`src/rtl/cpu_pkg.sv`:
```
// Shared definitions for the 16-bit core's run-control sequencer.
package cpu_pkg;

    localparam int          PC_W             = 16;
    localparam logic [15:0] RESET_PC_DEFAULT = 16'h0000;

    // Immediate widths used for branch (8) and jump/JAL (11) offsets.
    localparam int IMM8_W  = 8;
    localparam int IMM11_W = 11;

    // Sequencer state encoding.
    localparam logic [2:0] ST_IDLE  = 3'd0;
    localparam logic [2:0] ST_FETCH = 3'd1;
    localparam logic [2:0] ST_EXEC  = 3'd2;
    localparam logic [2:0] ST_PAUSE = 3'd3;
    localparam logic [2:0] ST_HALT  = 3'd4;

    typedef enum logic [2:0] {
        S_IDLE  = ST_IDLE,
        S_FETCH = ST_FETCH,
        S_EXEC  = ST_EXEC,
        S_PAUSE = ST_PAUSE,
        S_HALT  = ST_HALT
    } state_t;

    // Control-flow flags from the decoder for the instruction in EXEC.
    typedef struct packed {
        logic hlt;
        logic bcc;
        logic bcs;
        logic bne;
        logic beq;
        logic bal;
        logic jmp;
        logic jal_label;
        logic jal_rm;
        logic jr;
    } ctl_flags_t;

endpackage

```
`src/rtl/next_pc_unit.sv`:
```
// Combinational next-PC resolution: flag priority, branch condition, offsets.
module next_pc_unit
    import cpu_pkg::*;
(
    input  logic [PC_W-1:0]    pc,
    input  logic [IMM11_W-1:0] imm,
    input  logic [PC_W-1:0]    rm_data,
    input  ctl_flags_t         flags,
    input  logic               flag_c,
    input  logic               flag_z,
    output logic [PC_W-1:0]    next_pc,
    output logic [PC_W-1:0]    pc_inc,
    output logic               link_req
);

    logic [PC_W-1:0] off8;
    logic [PC_W-1:0] off11;
    logic            br_taken;

    assign pc_inc = pc + 16'd1;
    assign off8   = {{(PC_W-IMM8_W){imm[IMM8_W-1]}}, imm[IMM8_W-1:0]};
    assign off11  = {{(PC_W-IMM11_W){imm[IMM11_W-1]}}, imm};

    assign br_taken = (flags.bcc & ~flag_c) | (flags.bcs &  flag_c)
                    | (flags.bne & ~flag_z) | (flags.beq &  flag_z);

    // HLT never writes the link register even if a JAL flag rides along.
    assign link_req = (flags.jal_label | flags.jal_rm) & ~flags.hlt;

    // Priority chain: HLT > register jumps > long jumps > short branches.
    always_comb begin
        next_pc = pc_inc;
        if (flags.hlt)
            next_pc = pc;
        else if (flags.jr | flags.jal_rm)
            next_pc = rm_data;
        else if (flags.jmp | flags.jal_label)
            next_pc = pc_inc + off11;
        else if (flags.bal | br_taken)
            next_pc = pc_inc + off8;
    end

endmodule

```
`src/rtl/fetch_sequencer.sv`:
```
// Run-control FSM and PC/instruction registers for the 16-bit core.
module fetch_sequencer
    import cpu_pkg::*;
#(
    parameter logic [15:0] RESET_PC        = RESET_PC_DEFAULT,
    parameter logic        STEP_EN_DEFAULT = 1'b0
) (
    input  logic        clk,
    input  logic        rst_n,
    input  logic        start,
    input  logic        step_mode,
    input  logic        step,
    output logic        imem_req,
    output logic [15:0] imem_addr,
    input  logic        imem_ack,
    input  logic [15:0] imem_rdata,
    output logic [15:0] instr,
    output logic        instr_valid,
    input  logic        HLT,
    input  logic        BCC,
    input  logic        BCS,
    input  logic        BNE,
    input  logic        BEQ,
    input  logic        Bal,
    input  logic        JMP,
    input  logic        JAL_label_flag,
    input  logic        JAL_Rm_flag,
    input  logic        JR_flag,
    input  logic        flag_c,
    input  logic        flag_z,
    input  logic [15:0] rm_data,
    output logic [15:0] pc,
    output logic        link_we,
    output logic [15:0] link_data,
    output logic        commit,
    output logic        halted
);

    state_t      state, state_nxt;
    logic        step_lat;
    logic        load_rst_pc;
    logic        enter_fetch;
    logic        in_exec;
    logic [15:0] pc_r, instr_r, npc, pc_inc;
    logic        link_req;
    ctl_flags_t  flags;

    assign flags = '{hlt: HLT, bcc: BCC, bcs: BCS, bne: BNE, beq: BEQ, bal: Bal,
                     jmp: JMP, jal_label: JAL_label_flag, jal_rm: JAL_Rm_flag,
                     jr: JR_flag};

    next_pc_unit u_npc (
        .pc       (pc_r),
        .imm      (instr_r[IMM11_W-1:0]),
        .rm_data  (rm_data),
        .flags    (flags),
        .flag_c   (flag_c),
        .flag_z   (flag_z),
        .next_pc  (npc),
        .pc_inc   (pc_inc),
        .link_req (link_req)
    );

    // Next-state logic; start restarts from IDLE, PAUSE and HALT, and beats step.
    always_comb begin
        state_nxt   = state;
        load_rst_pc = 1'b0;
        case (state)
            S_IDLE:  if (start) begin state_nxt = S_FETCH; load_rst_pc = 1'b1; end
            S_FETCH: if (imem_ack) state_nxt = S_EXEC;
            S_EXEC:  begin
                if (HLT)           state_nxt = S_HALT;
                else if (step_lat) state_nxt = S_PAUSE;
                else               state_nxt = S_FETCH;
            end
            S_PAUSE: begin
                if (start)     begin state_nxt = S_FETCH; load_rst_pc = 1'b1; end
                else if (step) state_nxt = S_FETCH;
            end
            S_HALT:  if (start) begin state_nxt = S_FETCH; load_rst_pc = 1'b1; end
            default: state_nxt = S_IDLE;
        endcase
    end

    assign enter_fetch = (state_nxt == S_FETCH) && (state != S_FETCH);
    assign in_exec     = (state == S_EXEC);

    // State register.
    always_ff @(posedge clk or negedge rst_n) begin
        if (!rst_n) state <= S_IDLE;
        else        state <= state_nxt;
    end

    // PC, fetched word and step latch; the latch re-samples on each FETCH entry.
    always_ff @(posedge clk or negedge rst_n) begin
        if (!rst_n) begin
            pc_r     <= RESET_PC;
            instr_r  <= 16'h0000;
            step_lat <= STEP_EN_DEFAULT;
        end else begin
            if (load_rst_pc)  pc_r <= RESET_PC;
            else if (in_exec) pc_r <= npc;
            if (state == S_FETCH && imem_ack) instr_r <= imem_rdata;
            if (enter_fetch) step_lat <= step_mode;
        end
    end

    assign imem_req    = (state == S_FETCH);
    assign imem_addr   = pc_r;
    assign pc          = pc_r;
    assign instr       = instr_r;
    assign instr_valid = in_exec;
    assign commit      = in_exec;
    assign link_we     = in_exec & link_req;
    assign link_data   = in_exec ? pc_inc : 16'h0000;
    assign halted      = (state == S_HALT);

endmodule

```
`config.mk`:
```
export PLATFORM = sky130hd
export DESIGN_NAME = fetch_sequencer
export DESIGN_NICKNAME = d
export VERILOG_FILES = /design/src/rtl/cpu_pkg.sv /design/src/rtl/next_pc_unit.sv /design/src/rtl/fetch_sequencer.sv
export SDC_FILE = /design/constraint.sdc
export NUM_CORES = 1
export LEC_CHECK = 0
export CAP_MARGIN = 10
export CORE_ASPECT_RATIO = 0.75
export CORE_MARGIN = 3
export CORE_UTILIZATION = 47
export DETAILED_ROUTE_END_ITERATION = 6
export PLACE_DENSITY = 0.8
export SLEW_MARGIN = 20
export SYNTH_ARGS = -nofsm -noshare
export SYNTH_HDL_FRONTEND = slang
export SYNTH_SLANG_ARGS = --single-unit
```
`constraint.sdc`:
```
create_clock -name clk -period 3.5 [get_ports clk]
set_input_delay 0.525 -clock clk [delete_from_list [all_inputs] [get_ports clk]]
set_output_delay 0.525 -clock clk [all_outputs]
set_load 0.02 [all_outputs]
```
### Word level (Yosys, flattened, before mapping)

Index checks and enable logic that the tools add are counted.

| storage, ports and cells | value |
|---|---|
| register bits | 36 |
| input bits | 50 |
| logic and storage cells | 53 |
| output and inout bits | 69 |

| operators by class | value |
|---|---|
| muxes and demuxes | 16 |
| reduce and logical (&&, ||, !) cells | 7 |
| $add $sub $neg | 3 |
| equality and inequality tests | 7 |
| bitwise gates (word level) | 16 |

Operators with widths:

| operator | number |
|---|---|
| 16-bit two-way mux | 7 |
| 16-bit adder | 2 |
| 16-bit by 1-bit adder with 16-bit output, second input constant | 1 |
| 3-bit two-way mux | 5 |
| 3-bit one-hot mux with 4 select lines | 1 |
| 1-bit OR | 7 |
| 1-bit bitwise AND | 6 |
| 3-bit by 1-bit == test with 1-bit output, second input constant | 2 |
| 3-bit by 2-bit == test with 1-bit output, second input constant | 2 |
| 3-bit == test, second input constant | 1 |
| 3-bit zero test | 1 |
| 3-bit by 1-bit inequality test with 1-bit output, second input constant | 1 |
| 1-bit NOT | 3 |
| 3-bit OR reduction | 1 |
| 1-bit logical AND | 2 |
| 1-bit two-way mux | 2 |
| 2-bit two-way mux | 1 |
| 2-bit by 1-bit inequality test with 1-bit output, second input constant | 1 |
| 2-bit AND reduction | 1 |
| 2-bit nonzero test | 1 |
| 2-bit OR reduction | 1 |

### Longest topological paths before layout

| depth | value |
|---|---|
| depth in word-level cells | 12 |
| mapped depth | 15 |
| depth with buffers taken out | 13 |

### By module

Synthesis repeated with hierarchy kept, for this count alone.

| unflattened totals | value |
|---|---|
| cells, all modules | 467 |
| area, all modules | 3784.9 µm² |

By module, submodules not included:

| module | area each (µm²) | instances | cells each | sequential area each (µm²) |
|---|---|---|---|---|
| next_pc_unit | 2042.0 | 1 | 300 | 0.0 |
| fetch_sequencer | 1742.9 | 1 | 167 | 900.9 |

### Least setup slack after synthesis

OpenSTA, ideal clock, no wires.

| path | value |
|---|---|
| path type | register to register |
| from | reg pc_r[2] (netlist: imem_addr[2]) |
| to | reg pc_r[15] (netlist: imem_addr[15]) |
| clock period less this slack | 3.167 ns |
| cell stages (with the launch flop) | 15 |
| arrival | 3.036 ns |
| setup slack | 0.333 ns |
| data required time | 3.369 ns |
| path buffers | 1 |
| setup time | 0.131 ns |
| cell sequence | dfrtp_1 -> and3_1 -> buf_2 -> and3_1 -> nand4_1 -> xor2_1 -> inv_1 -> ha_1 -> a21oi_1 -> a21boi_0 -> o31a_1 -> a311oi_2 -> xnor2_1 -> a221oi_2 -> nor3_2 |

| between the ends | value |
|---|---|
| longest elaborated chain between the ends | 8 |
| elaborated cells between the ends (all ways) | 9 |
| those cells by class | 3 x add/sub; 6 x mux |

RTL lines:

| what | line | source |
|---|---|---|
| start: declaration | fetch_sequencer.sv:44 | `logic [15:0] pc_r, instr_r, npc, pc_inc;` |
| start signal: assignment | fetch_sequencer.sv:102 | `else if (in_exec) pc_r <= npc;` |
| 16-bit by 1-bit adder with 16-bit output (*) | next_pc_unit.sv:20 | `assign pc_inc = pc + 16'd1;` |
| 16-bit adder | next_pc_unit.sv:40 | `next_pc = pc_inc + off8;` |
| 16-bit two-way mux | next_pc_unit.sv:39 | `else if (flags.bal \| br_taken)` |
| 16-bit two-way mux (*) | next_pc_unit.sv:37 | `else if (flags.jmp \| flags.jal_label)` |
| 16-bit two-way mux (*) | next_pc_unit.sv:35 | `else if (flags.jr \| flags.jal_rm)` |
| 16-bit two-way mux (*) | next_pc_unit.sv:33 | `if (flags.hlt)` |
| 16-bit two-way mux (*) | fetch_sequencer.sv:102 |  |
| 16-bit two-way mux (*) | fetch_sequencer.sv:101 | `if (load_rst_pc) pc_r <= RESET_PC;` |

Mark *: on every way between the ends. The rest lies on a longest branch, timed or not. The select of a mux whose other input is x is not followed.
A chain may end at the register's enable or synchronous reset.

### Worst setup path in the final report

| path | value |
|---|---|
| from | reg pc_r[0] (netlist: imem_addr[0]) |
| to | reg pc_r[11] (netlist: imem_addr[11]) |

Same word-level chain as after synthesis.

==> flow_summary.json <==
{
  "power_density_nw_per_um2": 959,
  "mostFrequentLayoutCell": "clkdlybuf4s50_1",
  "synth_edf_count": 0,
  "wl_per_cell_um": 18.7,
  "fin_skew_ns": 0.00413,
  "num_antenna_cells": 0,
  "stdcell_count": 637,
  "p_leak_nw": 2.16,
  "die_y_um": 81.4,
  "power_switching_share_pct": 49.4,
  "path_buf_inv": 1,
  "relSlewSlack_pct": 43.3,
  "irDropWorstVdd_uv": 590,
  "fp.dieW_um": 107,
  "start_kind": "flip-flop",
  "crit_path_top_delay_cell": "dfrtp_2",
  "clk_pin_slew_worst_paths_ns": 0.08,
  "initial_core_util_pct": 50.2,
  "total_power_mw": 4.76,
  "final.min_clock_period_ns": 3.29,
  "finalNetCount": 615,
  "io_pins": 119,
  "final_util_pct": 70.0,
  "fin_ws_ns": 0.205,
  "fin_crit_sh_pct": 94.1,
  "tightest_slew_ns": 0.851,
  "multi_input_area_um2": 2420,
  "postRouteAntennaNets": 0,
  "grt.total_usage_pct": 27.8,
  "cts_tree": "yes",
  "layout_common_cells": "clkdlybuf4s50_1, nor2_1, nand2_1, dfrtp_1, o21ai_0",
  "pwr-share-seq_pct": 17.9,
  "first_global_vias": 3665,
  "finalHoldViolCount": 0,
  "netlist_area_um2": 3560,
  "setup-tns-final_ns": 0,
  "crit_family": "compound AO/OA/AOI/OAI gates",
  "slowest_delay_ns": 0.48,
  "internal_power_mw": 2.41,
  "insertion_delay_ns": 0.30,
  "reg2reg_to": "imem_addr[11]",
  "grt_max_degree": 37,
  "dp_cells": 629,
  "dp_hpwl_um": 9390,
  "area_delta_synth_final_pct": 39.2,
  "layout-drive-gt1-share_pct": 14.1,
  "fill_cells": 594,
  "min_path_type": "in2async",
  "root_buffer": "clkbuf_8",
  "maxSlewViolCount": 0,
  "h-tree-depth": 2,
  "worst-path-max-fanout": 10,
  "p_sw_mw": 2.35,
  "syn_nets": 505,
  "yosysUniqueCellTypes": 66,
  "p_clk_share_pct": 8.0,
  "grt_pass1_wl_um": 19000,
  "ys.flop_type": "dfrtp_1",
  "die-area_um2": 8670,
  "syn_area_per_cell_um2": 8.33,
  "place_ws_ns": 0.0953,
  "crit_chain": "ha_1 > xnor2_1 > inv_1 > ha_1 > o211a_1 > a211oi_4 > a21oi_2 > a221oi_2 > xnor2_1 > a22oi_1 > a32oi_1",
  "placementRows": 26,
  "ys_warn_count": 0,
  "seq_area_um2": 905,
  "cts_hold_buf": 0,
  "gr-total-overflow": 0,
  "path_class": "reg2reg",
  "cts_buffers": 5,
  "viasPerCell": 5.95,
  "routed_wl_um": 11900,
  "drc_errors": 0,
  "rrSetupSlack_ns": 0.21,
  "dr.pass1.iters": 5,
  "drv_cap": 0,
  "rr_worst_depth": 11,
  "max_freq_mhz": 303,
  "cts.sink_count": 36,
  "rr_startpoint": "imem_addr[0]",
  "async_flop_share_pct": 100,
  "port_buffers": 118,
  "place_congestion": 1.07,
  "via_count": 3787,
  "core_area_um2": 7090,
  "outcome": "complete, no violations",
  "clockBufferDepth": 2,
  "antenna_found_initial": 0,
  "ys_seq_elements": 36,
  "cp.arrival_ns": 3.47,
  "postSynthCellCount": 428,
  "crit_path_end_kind": "flip-flop",
  "setup_violations": 0,
  "worstPathRequired_ns": 3.67,
  "p_comb_share_pct": 74.1,
  "rsz0062_at_grt": "no",
  "drt_iter0_drc": 381,
  "yosysSeqAreaShare_pct": 25.3
}
metrics by stage:
step	cell area [um^2]	hold slack (ns)
after global placement	4810	0.489
after floorplan	3560	0.229
after CTS	4920	0.351
after detailed placement	4810	0.499
after global routing	4960	0.366
final	4960	0.328
metal layers:
metal | global-route usage (%) | wire length [um] | vias up
li1 | - | - | 1749
met1 | 38.5 | 5170 | 1790
met2 | 44.9 | 5320 | 238
met3 | 6.27 | 1310 | 10
met4 | 5.49 | 89 | 0
met5 | 0 | 0 | -
sequential cells by signal (all words and copies together), names as in the netlist:
signal and count:
imem_addr 16, instr 16, state 3, step_lat 1
worst reg2reg max path: stages (launching register included):
cell	delay [ns]
dfrtp_2	0.48
ha_1	0.27
xnor2_1	0.26
inv_1	0.11
ha_1	0.35
o211a_1	0.27
a211oi_4	0.33
a21oi_2	0.21
a221oi_2	0.30
xnor2_1	0.10
a22oi_1	0.34
a32oi_1	0.15
cell families (layout without fill, tap and decap cells):
group / Yosys count / count (layout) / share of synthesized area [%]
simple gates: 137 / 137 / 18.9
compound gates: 119 / 119 / 23.7
buf+inv: 54 / 165 / 7.58
flops: 36 / 36 / 25.3
xor+xnor: 33 / 33 / 8.11
fa+ha+maj: 27 / 27 / 9.69
mux: 22 / 22 / 6.81
cells in the mapped netlist (2+ instances only):
cell type  count  area [um^2]
o21ai_0       27          135
mux2_2        18          203
nand2_1       35          131
a221oi_1       3         26.3
a21o_1         4         30.0
nor2b_1        2         12.5
ha_1          26          325
buf_4         17          128
a211o_1        3         26.3
a2bb2oi_1      2         17.5
and2_1         9         56.3
a22oi_1        7         52.6
nand4_1        2         12.5
nor3_1         5         25.0
buf_2          2         10.0
xor2_1        10         87.6
and3_1         5         31.3
or2_2          5         31.3
a22o_1         3         26.3
xnor2_1       23          201
a31oi_1        3         18.8
a21oi_2        3         26.3
inv_1         19         71.3
dfrtp_1       36          901
o211a_1        2         20.0
a32oi_1        2         17.5
mux2i_1        4         40.0
o21a_1         4         30.0
o211ai_1       7         52.6
o31ai_1        3         22.5
and4_1         2         17.5
a21oi_1       25          125
a211oi_1       3         22.5
nor4_1         2         12.5
clkbuf_1      14         52.6
nor2_1        44          165
a221oi_2       2         30.0
o31a_1         3         26.3
nand3_1       14         70.1
nor3_2         2         20.0
area by class of cell:
type                       count  share of cell area (%)
clock buffer                   5                    1.39
clock inverter                 3                   0.858
inverter                      19                    1.44
multi-input combinational    338                    48.9
sequential                    36                    18.2
tap                           98                    2.47
timing repair buffer         138                    26.7
how the worst max path moves through the flow:
stage                      start  depth (start not counted)             to
floorplan           imem_addr[2]                         14  imem_addr[15]
global placement    imem_addr[3]                         13  imem_addr[15]
detailed placement  imem_addr[3]                         13  imem_addr[15]
CTS                 imem_addr[3]                         13  imem_addr[15]
global route        imem_addr[0]                         13  imem_addr[15]
finish              imem_addr[0]                         11  imem_addr[11]
what timing repair did:
item | 4_1_cts | 5_1_grt
setup buffers | 0 | 0
resized for setup | 0 | 9
setup endpoints to repair | 0 | 5
endpoints found under the hold margin | 0 | 0
power groups by stage:
stage	Sequential, mW	Clock, mW	Combinational [mW]
global route	0.886	0.390	3.81
finish	0.854	0.379	3.53
detailed placement	0.854	0	3.43
CTS	0.846	0.378	3.45
global placement	0.841	0	3.38
floorplan	1.00	0	2.09
No activity file was read; power rests on OpenSTA's default activity.
